--- config.mk ---
export PLATFORM = sky130hd
export DESIGN_NAME = mem_controller
export DESIGN_NICKNAME = d
export VERILOG_FILES = /design/src/rtl/mem_controller.sv
export SDC_FILE = /design/constraint.sdc
export NUM_CORES = 1
export LEC_CHECK = 0
export ABC_AREA = 1
export CAP_MARGIN = 20
export CORE_MARGIN = 2
export CORE_UTILIZATION = 37
export CTS_BUF_LIST = sky130_fd_sc_hd__clkbuf_4
export DETAILED_ROUTE_END_ITERATION = 10
export PLACE_DENSITY = 0.78
export REMOVE_ABC_BUFFERS = 1
export SLEW_MARGIN = 20
export SYNTH_ARGS = -nofsm -noshare
export SYNTH_HDL_FRONTEND = slang
export SYNTH_SLANG_ARGS = --single-unit
--- constraint.sdc ---
create_clock -name iClk -period 1.2 [get_ports iClk]
set_input_delay 0.24 -clock iClk [delete_from_list [all_inputs] [get_ports iClk]]
set_output_delay 0.24 -clock iClk [all_outputs]
set_load 0.03 [all_outputs]
--- src/rtl/mem_controller.sv ---
// mem_controller: processor-to-synchronous-RAM bridge with fixed-latency handshake; MEM_BOUNDS_CHECK_EN enables out-of-range detection
module mem_controller #(
  parameter int ADDR_W = 8,
  parameter int WAIT_STATES = 2
) (
  input  logic              iClk,
  input  logic              iRst,
  input  logic [31:0]       iMemAddr,
  input  logic [31:0]       iMemData,
  input  logic              iMemRead,
  input  logic              iMemWrite,
  output logic [31:0]       oMemData,
  output logic              oMemRdy,
  output logic [ADDR_W-1:0] oRamAddr,
  output logic [31:0]       oRamData,
  input  logic [31:0]       iRamData,
  output logic              oRamEn,
  output logic              oRamWe,
  output logic              oBusErr
);
  typedef enum logic [2:0] {S_IDLE, S_ACCESS, S_CAPTURE, S_WAIT, S_DONE} state_t;
  state_t state_q, state_d;
  logic [ADDR_W-1:0] addr_q, addr_d;
  logic [31:0] wdata_q, wdata_d, rdata_q, rdata_d;
  logic we_q, we_d, err_q, err_d;
  logic [3:0] cnt_q, cnt_d;
  logic req, oob;
  assign req = iMemRead | iMemWrite;
`ifdef MEM_BOUNDS_CHECK_EN
  assign oob = |(iMemAddr >> ADDR_W);
`else
  logic unused_upper;
  assign unused_upper = ^(iMemAddr >> ADDR_W);
  assign oob = 1'b0;
`endif
  // state and transaction latches; everything clears on reset
  always_ff @(posedge iClk) begin
    if (iRst) begin
      state_q <= S_IDLE;
      addr_q <= '0;
      wdata_q <= '0;
      rdata_q <= '0;
      we_q <= 1'b0;
      err_q <= 1'b0;
      cnt_q <= '0;
    end else begin
      state_q <= state_d;
      addr_q <= addr_d;
      wdata_q <= wdata_d;
      rdata_q <= rdata_d;
      we_q <= we_d;
      err_q <= err_d;
      cnt_q <= cnt_d;
    end
  end
  // next-state: one access, capture, optional wait run, then hold DONE while requested
  always_comb begin
    state_d = state_q;
    case (state_q)
      S_IDLE:    state_d = req ? S_ACCESS : S_IDLE;
      S_ACCESS:  state_d = S_CAPTURE;
      S_CAPTURE: state_d = WAIT_STATES > 0 ? S_WAIT : S_DONE;
      S_WAIT:    state_d = cnt_q == 4'(WAIT_STATES - 1) ? S_DONE : S_WAIT;
      S_DONE:    state_d = req ? S_DONE : S_IDLE;
      default:   state_d = S_IDLE;
    endcase
  end
  // datapath: latch request only in IDLE (write wins over read), capture RAM data on reads
  always_comb begin
    addr_d = addr_q;
    wdata_d = wdata_q;
    we_d = we_q;
    err_d = err_q;
    if (state_q == S_IDLE && req) begin
      addr_d = iMemAddr[ADDR_W-1:0];
      wdata_d = iMemData;
      we_d = iMemWrite;
      err_d = oob;
    end
    rdata_d = (state_q == S_CAPTURE && !we_q) ? iRamData : rdata_q;
    cnt_d = state_q == S_WAIT ? cnt_q + 4'd1 : 4'd0;
  end
  // outputs decoded from state; an out-of-range access suppresses the RAM strobe
  always_comb begin
    oRamEn = state_q == S_ACCESS && !err_q;
    oRamWe = oRamEn && we_q;
    oRamAddr = addr_q;
    oRamData = wdata_q;
    oMemRdy = state_q == S_DONE;
    oMemData = (oMemRdy && !we_q && !err_q) ? rdata_q : 32'd0;
    oBusErr = oMemRdy && err_q;
  end
endmodule

* Word level (Yosys, flattened, before mapping)
Cells that the tools add are included.
** Operators by class
- Reductions and logical operators :: 7
- Equal/unequal tests :: 5
- Add/sub/neg operators :: 1
- Mux-type cells :: 5
- Bitwise logic cells :: 2
** Operators by type and width (count)
- 32-bit 2-to-1 mux :: 1
- 3-bit one-hot mux with 5 select lines :: 1
- 3-bit by 2-bit equality test with 1-bit output, second input constant :: 2
- 3-bit 2-to-1 mux :: 2
- 4-bit by 1-bit adder with 4-bit output, second input constant :: 1
- 4-bit by 1-bit equality test with 1-bit output, second input constant :: 1
- 1-bit logical AND :: 4
- 3-bit by 1-bit equality test with 1-bit output, second input constant :: 1
- 3-bit equality test, second input constant :: 1
- 3-bit zero test :: 1
- 2-bit OR reduction :: 1
- 1-bit zero test :: 1
- 1-bit 2-to-1 mux :: 1
- 1-bit inverter :: 1
- 1-bit OR :: 1
** Word-level totals
- Output and inout bits :: 76
- Logic and storage cells :: 26
- Register bits after elaboration :: 80

* Longest topological paths before layout
Gate-level depths: netlist (run 1).
- Depth in word-level cells :: 3
- Gate-level depth with buffers :: 7

* Least setup slack after synthesis (run 1)
Ideal clock, no wire load.
- Path kind :: reg-to-output
- Start point :: reg state_q[2]
- End point :: out oMemData[10]
- Setup slack :: -0.593 ns
- Arrival :: 1.553 ns
- Path buffers :: 1
- Cell stages (with the launch flop) :: 6
- Required time :: 0.960 ns
- Path through :: dfxtp_1 -> inv_1 -> nor3_4 -> nand2_1 -> buf_2 -> nor2_1
** Between the ends
- Cells in the longest elaborated chain, start to end :: 3
** RTL lines
- start, declared :: line 22 : state_t state_q, state_d;
- start signal, assigned :: line 47 : state_q <= state_d;
- 3-bit equality test :: line 89 : oMemRdy = state_q == S_DONE;
- via oMemRdy :: line 13 : output logic oMemRdy,
- 1-bit logical AND :: line 90 : oMemData = (oMemRdy && !we_q && !err_q) ? rdata_q : 32'd0;
- 32-bit 2-to-1 mux :: line 90
- end, declared :: line 12 : output logic [31:0] oMemData,
The timed path passes the listed nets, and every way through them passes these cells.

* Final worst setup path (run 1)
- Start point :: reg state_q[0]
- End point :: out oMemData[3]
** Between the ends
- Cells in the longest elaborated chain, start to end :: 3
** RTL lines (line)
- 3-bit equality test :: 89
- 1-bit logical AND :: 90
- 32-bit 2-to-1 mux :: 90
Every way passes these cells.

==> out/qor.csv, run 1 <==
metric,value,unit
min-delay worst type,input pin to flip-flop,
Die ar.,10300,um^2
Sequential Power Share,36.0,%
CP max stage delay,0.36,ns
FMAX,0.552,GHz
"critical path, cell by cell","nor3_4, nand2_2, buf_12, nor2_1, buf_4",
GPL Wtd Cong,0.783,
total core area,9240,um^2
"commonest non-fill, non-tap cell in the layout",nand2_1,
largest net degree at the start of global routing,48,
part of the power in combinational logic,48.0,%
yosys warns,0,
net switching power,3.62,mW
first-pass GRT wire length,16400,um
outcome,"finished, violations left",
sequential cell area fraction in the yosys report,45.6,%
CP required,0.96,ns
Final WS setup,-0.610,ns
antenna violations before repair,0,
Nets,831,
Max VDD drop,0.996,mV
total number of vias,3713,
syn avg cell area,6.44,um^2
R2R depth,10,
drt wl/cell,12.1,um
critical path arrival,1.57,ns
htree depth,3,
fin crit share,151,%
Synth Area in Compound Gates,0.285,%
Final Max Slew Viols,0,
power share of the clock group,16.1,%
main combinational cell family by area after synthesis,simple AND/OR/NAND/NOR gates,
number of global-route vias before repair,3596,
clock sink count,80,
number of I/O pins,176,
violated checks,setup timing,
DRC,0,
Leakage,2.99,nW
met2 wire len,5250,um
Crit. End Element,output port,
post-synthesis register bit count,80,
R2R Path End,oRamData[27]$_SDFFE_PP0P_,
Die Ht,101,um
CP Launch Type,flip-flop,
max cap viols,0,
metal3 WL,821,um
layout cells sized above 1,32.0,%
final instance area,6030,um^2
post-synthesis mux area share,0,%
Worst-Skew Late Latency,0.41,ns
Gate Count Post-Synth,545,
dpl ws,-0.357,ns
Final min period,1.81,ns
"critical path fanouts, max",32,
routed wire length,10400,um
Hold Path End,oRamData[4]$_SDFFE_PP0P_,
Avg Vias per Cell,4.30,
CP max-delay cell,dfxtp_2,
reg2reg setup slack,-0.32,ns
Final Hold Viols,0,
WS Path Type,flip-flop to output port,
Synth-to-Final Area Change,72.0,%
most frequent cells in the layout,"nand2_1, nor2_1, inv_1",
sw frac,36.9,%
Top Layer Used,met4,
met1 WL,4210,um
# setup viols final,110,
internal power,6.20,mW
Starting DRT DRC Count,98,
xor and xnor fraction of the mapped netlist area,0.499,%
final core utilization,65.3,%
Synth Area in Adders,0.713,%
# diodes,0,
"CTS clk-pin slew, worst paths",0.14,ns
simple-gate area share of the yosys netlist,38.9,%
Worst Clk Skew,0.0185,ns
Clock Path Buffers,2,
hold depth,3,
CTS buffer count,9,
hold_sp,iMemData[4],
die width,101,um
# port buffers,150,
Post-DP HPWL,6240,um
RSZ-0062 raised after global routing,yes,
Cell variety after synth,20,
"Power, Total",9.82,mW
TritonCTS clock tree,yes,
Core Rows,35,
Post-Syn Area,3510,um^2
reg2reg start,state_q[0]$_SDFF_PP0_,
power per cell area,1630,nW/um^2
Tot GR Track Use,20.3,%
starting density of the core,38.0,%
Root Driver,clkbuf_4,
Overflow after GRT,0,
Post-CTS Hold Buffers,0,
"antenna viol nets, final",0,
DR pass1 iterations,4,
Placement Cell Area,5040,um^2
[layer usage]
| metal | global-route usage (%) | up-vias |
|---|---|---|
| met5 | 0 | - |
| met4 | 8.00 | 0 |
| met3 | 7.11 | 13 |
| met2 | 35.6 | 134 |
| met1 | 22.6 | 1640 |
| li1 | - | 1926 |
[power groups by stage]
stage / Sequential (mW) / Combinational [mW] / Clock, mW
5_1_grt: 3.58 / 5.12 / 1.72
4_1_cts: 3.46 / 4.45 / 1.64
3_5_place_dp: 3.46 / 3.31 / 0
3_3_place_gp: 3.44 / 3.23 / 0
2_1_floorplan: 4.02 / 1.40 / 0
6_report: 3.53 / 4.71 / 1.58
[per-stage QoR]
| step | instances | hold WS, ns | setup TNS, ns |
|---|---|---|---|
| final | 863 | 0.382 | -36.25 |
| after global routing | 863 | 0.347 | -45.74 |
| after CTS | 862 | 0.352 | -39.09 |
| after detailed placement | 821 | 0.459 | -23.41 |
| after global placement | 821 | 0.447 | -20.42 |
| after floorplan | 519 | 0.309 | -58.20 |
[synthesized netlist by cell type]
cell | instances | area, um^2
nor2_1 | 184 | 691
nand2_1 | 156 | 586
inv_1 | 82 | 308
dfxtp_1 | 80 | 1600
buf_2 | 10 | 50.1
buf_6 | 8 | 90.1
clkbuf_1 | 4 | 15.0
nand3_1 | 4 | 20.0
buf_1 | 3 | 11.3
a21oi_1 | 2 | 10.0
ha_1 | 2 | 25.0
nand3_4 | 2 | 35.0
buf_4 | 1 | 7.51
conb_1 | 1 | 3.75
inv_2 | 1 | 3.75
nand4_1 | 1 | 6.26
nor2_4 | 1 | 11.3
nor3_4 | 1 | 16.3
xnor2_1 | 1 | 8.76
xor2_1 | 1 | 8.76
[worst max-delay path, delay by kind of cell, from the launching register on]
kind	cells	cell delay, ns
flops	1	0.36
buf+inv	2	0.34
simple gates	3	0.42
[kinds of logic (layout without fill, tap and decap cells)]
logic type	Yosys count	after routing
buffers and inverters	109	297
flip-flops	80	80
AND/OR/NAND/NOR	349	350
adder cells (fa/ha/maj)	2	2
AO/OA/AOI/OAI	2	2
XOR/XNOR	2	2
other	1	1
[repair_timing]
| item | CTS | global route |
|---|---|---|
| endpoints found under the setup margin | 139 | 147 |
| gates cloned | 10 | 0 |
| gates resized for setup | 90 | 78 |
| pin swaps | 1 | 3 |
| buffers inserted | 15 | 1 |
[state kept, by name, summed over array words and instances (netlist names)]
signal	flops
rdata_q	32
oRamAddr	8
state_q	3
cnt_q	4
oRamData	32
we_q	1
[final cells by class]
type	count	area (um^2)
multi-input combinational	357	1570
fill	756	3210
inverter	83	314
sequential	80	1660
tap	129	161
timing repair buffer	198	2200
clock buffer	10	75.1
clock inverter	6	60.1
[worst max-delay path by stage]
stage / start / endpoint / slack, ns / cells past startpoint
global route: state_q[0]$_SDFF_PP0_ / oMemData[25] / -0.70 / 5
detailed placement: iMemRead / oRamData[28]$_SDFFE_PP0P_ / -0.36 / 7
global placement: iMemRead / oRamData[31]$_SDFFE_PP0P_ / -0.34 / 7
CTS: state_q[0]$_SDFF_PP0_ / oMemData[3] / -0.65 / 5
finish: state_q[0]$_SDFF_PP0_ / oMemData[3] / -0.61 / 5
floorplan: state_q[2]$_SDFF_PP0_ / oMemData[0] / -0.91 / 4
Power figures use the tool's default switching activity.
==> run 2: changes to the inputs <==
--- a/config.mk
+++ b/config.mk
@@ -11,6 +11,7 @@
 export CORE_UTILIZATION = 37
 export CTS_BUF_LIST = sky130_fd_sc_hd__clkbuf_4
 export DETAILED_ROUTE_END_ITERATION = 10
+export GPL_ROUTABILITY_DRIVEN = 0
 export PLACE_DENSITY = 0.78
 export REMOVE_ABC_BUFFERS = 1
 export SLEW_MARGIN = 20
==> results of run 2 <==
Final layout, timing and power as in run 1 (identical DEF).
==> variant, RTL diff (config.mk and constraints of run 2) <==
Re-encode `state_t` (5 states) as Gray code, 3 bits wide.
--- a/src/rtl/mem_controller.sv
+++ b/src/rtl/mem_controller.sv
@@ -18,7 +18,7 @@
   output logic              oRamWe,
   output logic              oBusErr
 );
-  typedef enum logic [2:0] {S_IDLE, S_ACCESS, S_CAPTURE, S_WAIT, S_DONE} state_t;
+  typedef enum logic [2:0] {S_IDLE = 3'b000, S_ACCESS = 3'b001, S_CAPTURE = 3'b011, S_WAIT = 3'b010, S_DONE = 3'b110} state_t;
   state_t state_q, state_d;
   logic [ADDR_W-1:0] addr_q, addr_d;
   logic [31:0] wdata_q, wdata_d, rdata_q, rdata_d;
Function: same outputs for any inputs over 10 cycles, from zero or initial values and one cycle with iRst high; not proved beyond that.
==> variant against run 2 <==
The flow still finishes with violations (setup timing). Utilization up 5.6 points. Sequential cell count is the same. Design area increased by 13%. Sequential power shrank 9.9%. Wire length rose by 20%. Die area up 3.5%. Area after synthesis increased by 3.6%. Synthesized cell count up 5.7%. Setup slack got worse by 0.040 ns. Total power decreased by 14%. Largest cell class unchanged.
==> variant: results (changes against run 2) <==
stage,metric,value,unit,change
worst_setup_path,reg2reg setup slack,-0.44,ns,was -0.32 ns
worst_setup_path,FF-to-FF path depth,11,,was 10
timing,Setup WS post-layout,-0.6501,ns,was -0.6101 ns
min_path,Hold Path Sink,oRamData[22],,was oRamData[4]
place,dpl cells,856,,was 821
final_layout,Storage cell area,0.001654,mm^2,was 0.001655 mm^2
timing,Hold Slack,0.3784,ns,was 0.3816 ns
synthesis,syn avg cell area,6.312,um^2,was 6.437 um^2
power_and_ir_drop,Leakage,3.123,nW,was 2.992 nW
synthesis,"Distinct cells, synth",23,,was 20
final_layout,multi-input combinational area share,27.42,%,was 26.02%
timing,endpoints failing setup,109,,was 110
synthesis,sequential fraction of the synthesis area,44.05,%,was 45.65%
die,Well Taps,133,,was 129
final_layout,share of layout cells above drive strength 1,40.08,%,was 32.02%
final_layout,multi-input gate count,355,,was 357
drt,DR iter-0 viols,119,,was 98
power_and_ir_drop,maximum resistive drop on vdd,808.8,uV,was 995.7 uV
synthesis,"top cells by area, synth","dfxtp_1 44%, nor2_1 19%, nand2_1 16%",,"was dfxtp_1 46%, nor2_1 20%, nand2_1 17%"
global_routing,vias in the first global route,3606,,was 3596
worst_setup_path,crit path max fanout,8,,was 32
final_layout,Post-Layout Cell Count,914,,was 863
final_layout,FFs & Latches,80,,unchanged
run_status,failing checks,setup timing,,unchanged
worst_setup_path,Crit path arrival time,1.61,ns,was 1.57 ns
global_routing,first-pass GRT wire length,16150,um,was 16410 um
power_and_ir_drop,Power Combinational,3.25,mW,was 4.71 mW
final_layout,clock network area share,2.671,%,was 2.239%
worst_setup_path,FF-to-FF End,oRamData[25],,was oRamData[27]
place,area post-placement,0.005205,mm^2,was 0.005045 mm^2
drt,met2 wire len,6818,um,was 5245 um
global_routing,pin count of the biggest net entering global routing,30,,was 48
min_path,Hold Startpoint,iMemData[22],,was iMemData[4]
power_and_ir_drop,combinational share of power,38.5,%,was 48.0%
final_layout,fillcell total,710,,was 756
drt,vias post-DR,4054,,was 3713
run_status,status,"complete, but fails checks",,unchanged
drt,met1 WL,4367,um,was 4207 um
[variant: how the worst max path moves through the flow]
stage               startpoint            to  slack (ns)  cells after the start
finish              state_q[0]  oMemData[17]       -0.65                      7
global route        state_q[0]  oMemData[13]       -0.74                      7
CTS                 state_q[0]  oMemData[16]       -0.62                      7
detailed placement    iMemRead  oRamData[16]       -0.32                      7
global placement      iMemRead  oRamData[14]       -0.26                      7
floorplan           state_q[1]   oMemData[0]       -0.73                      4
[variant: worst max-delay path, cell delays in order (launching register included)]
cell,delay [ns]
dfxtp_2,0.35
inv_2,0.07
nand2_4,0.05
nor2_4,0.12
nand2_4,0.12
clkbuf_16,0.21
nor2_4,0.11
buf_6,0.14
[variant: repair_timing]
item	4_1_cts	5_1_grt
gates cloned	12	2
resized for setup	132	168
pin swaps	7	23
endpoints found under the setup margin	110	151
setup buffers	17	20
[variant: routing by layer]
layer	vias up	track usage, %
li1	2020	-
met1	1850	20.93
met2	163	35.11
met3	21	6.712
met4	0	7.490
met5	-	0
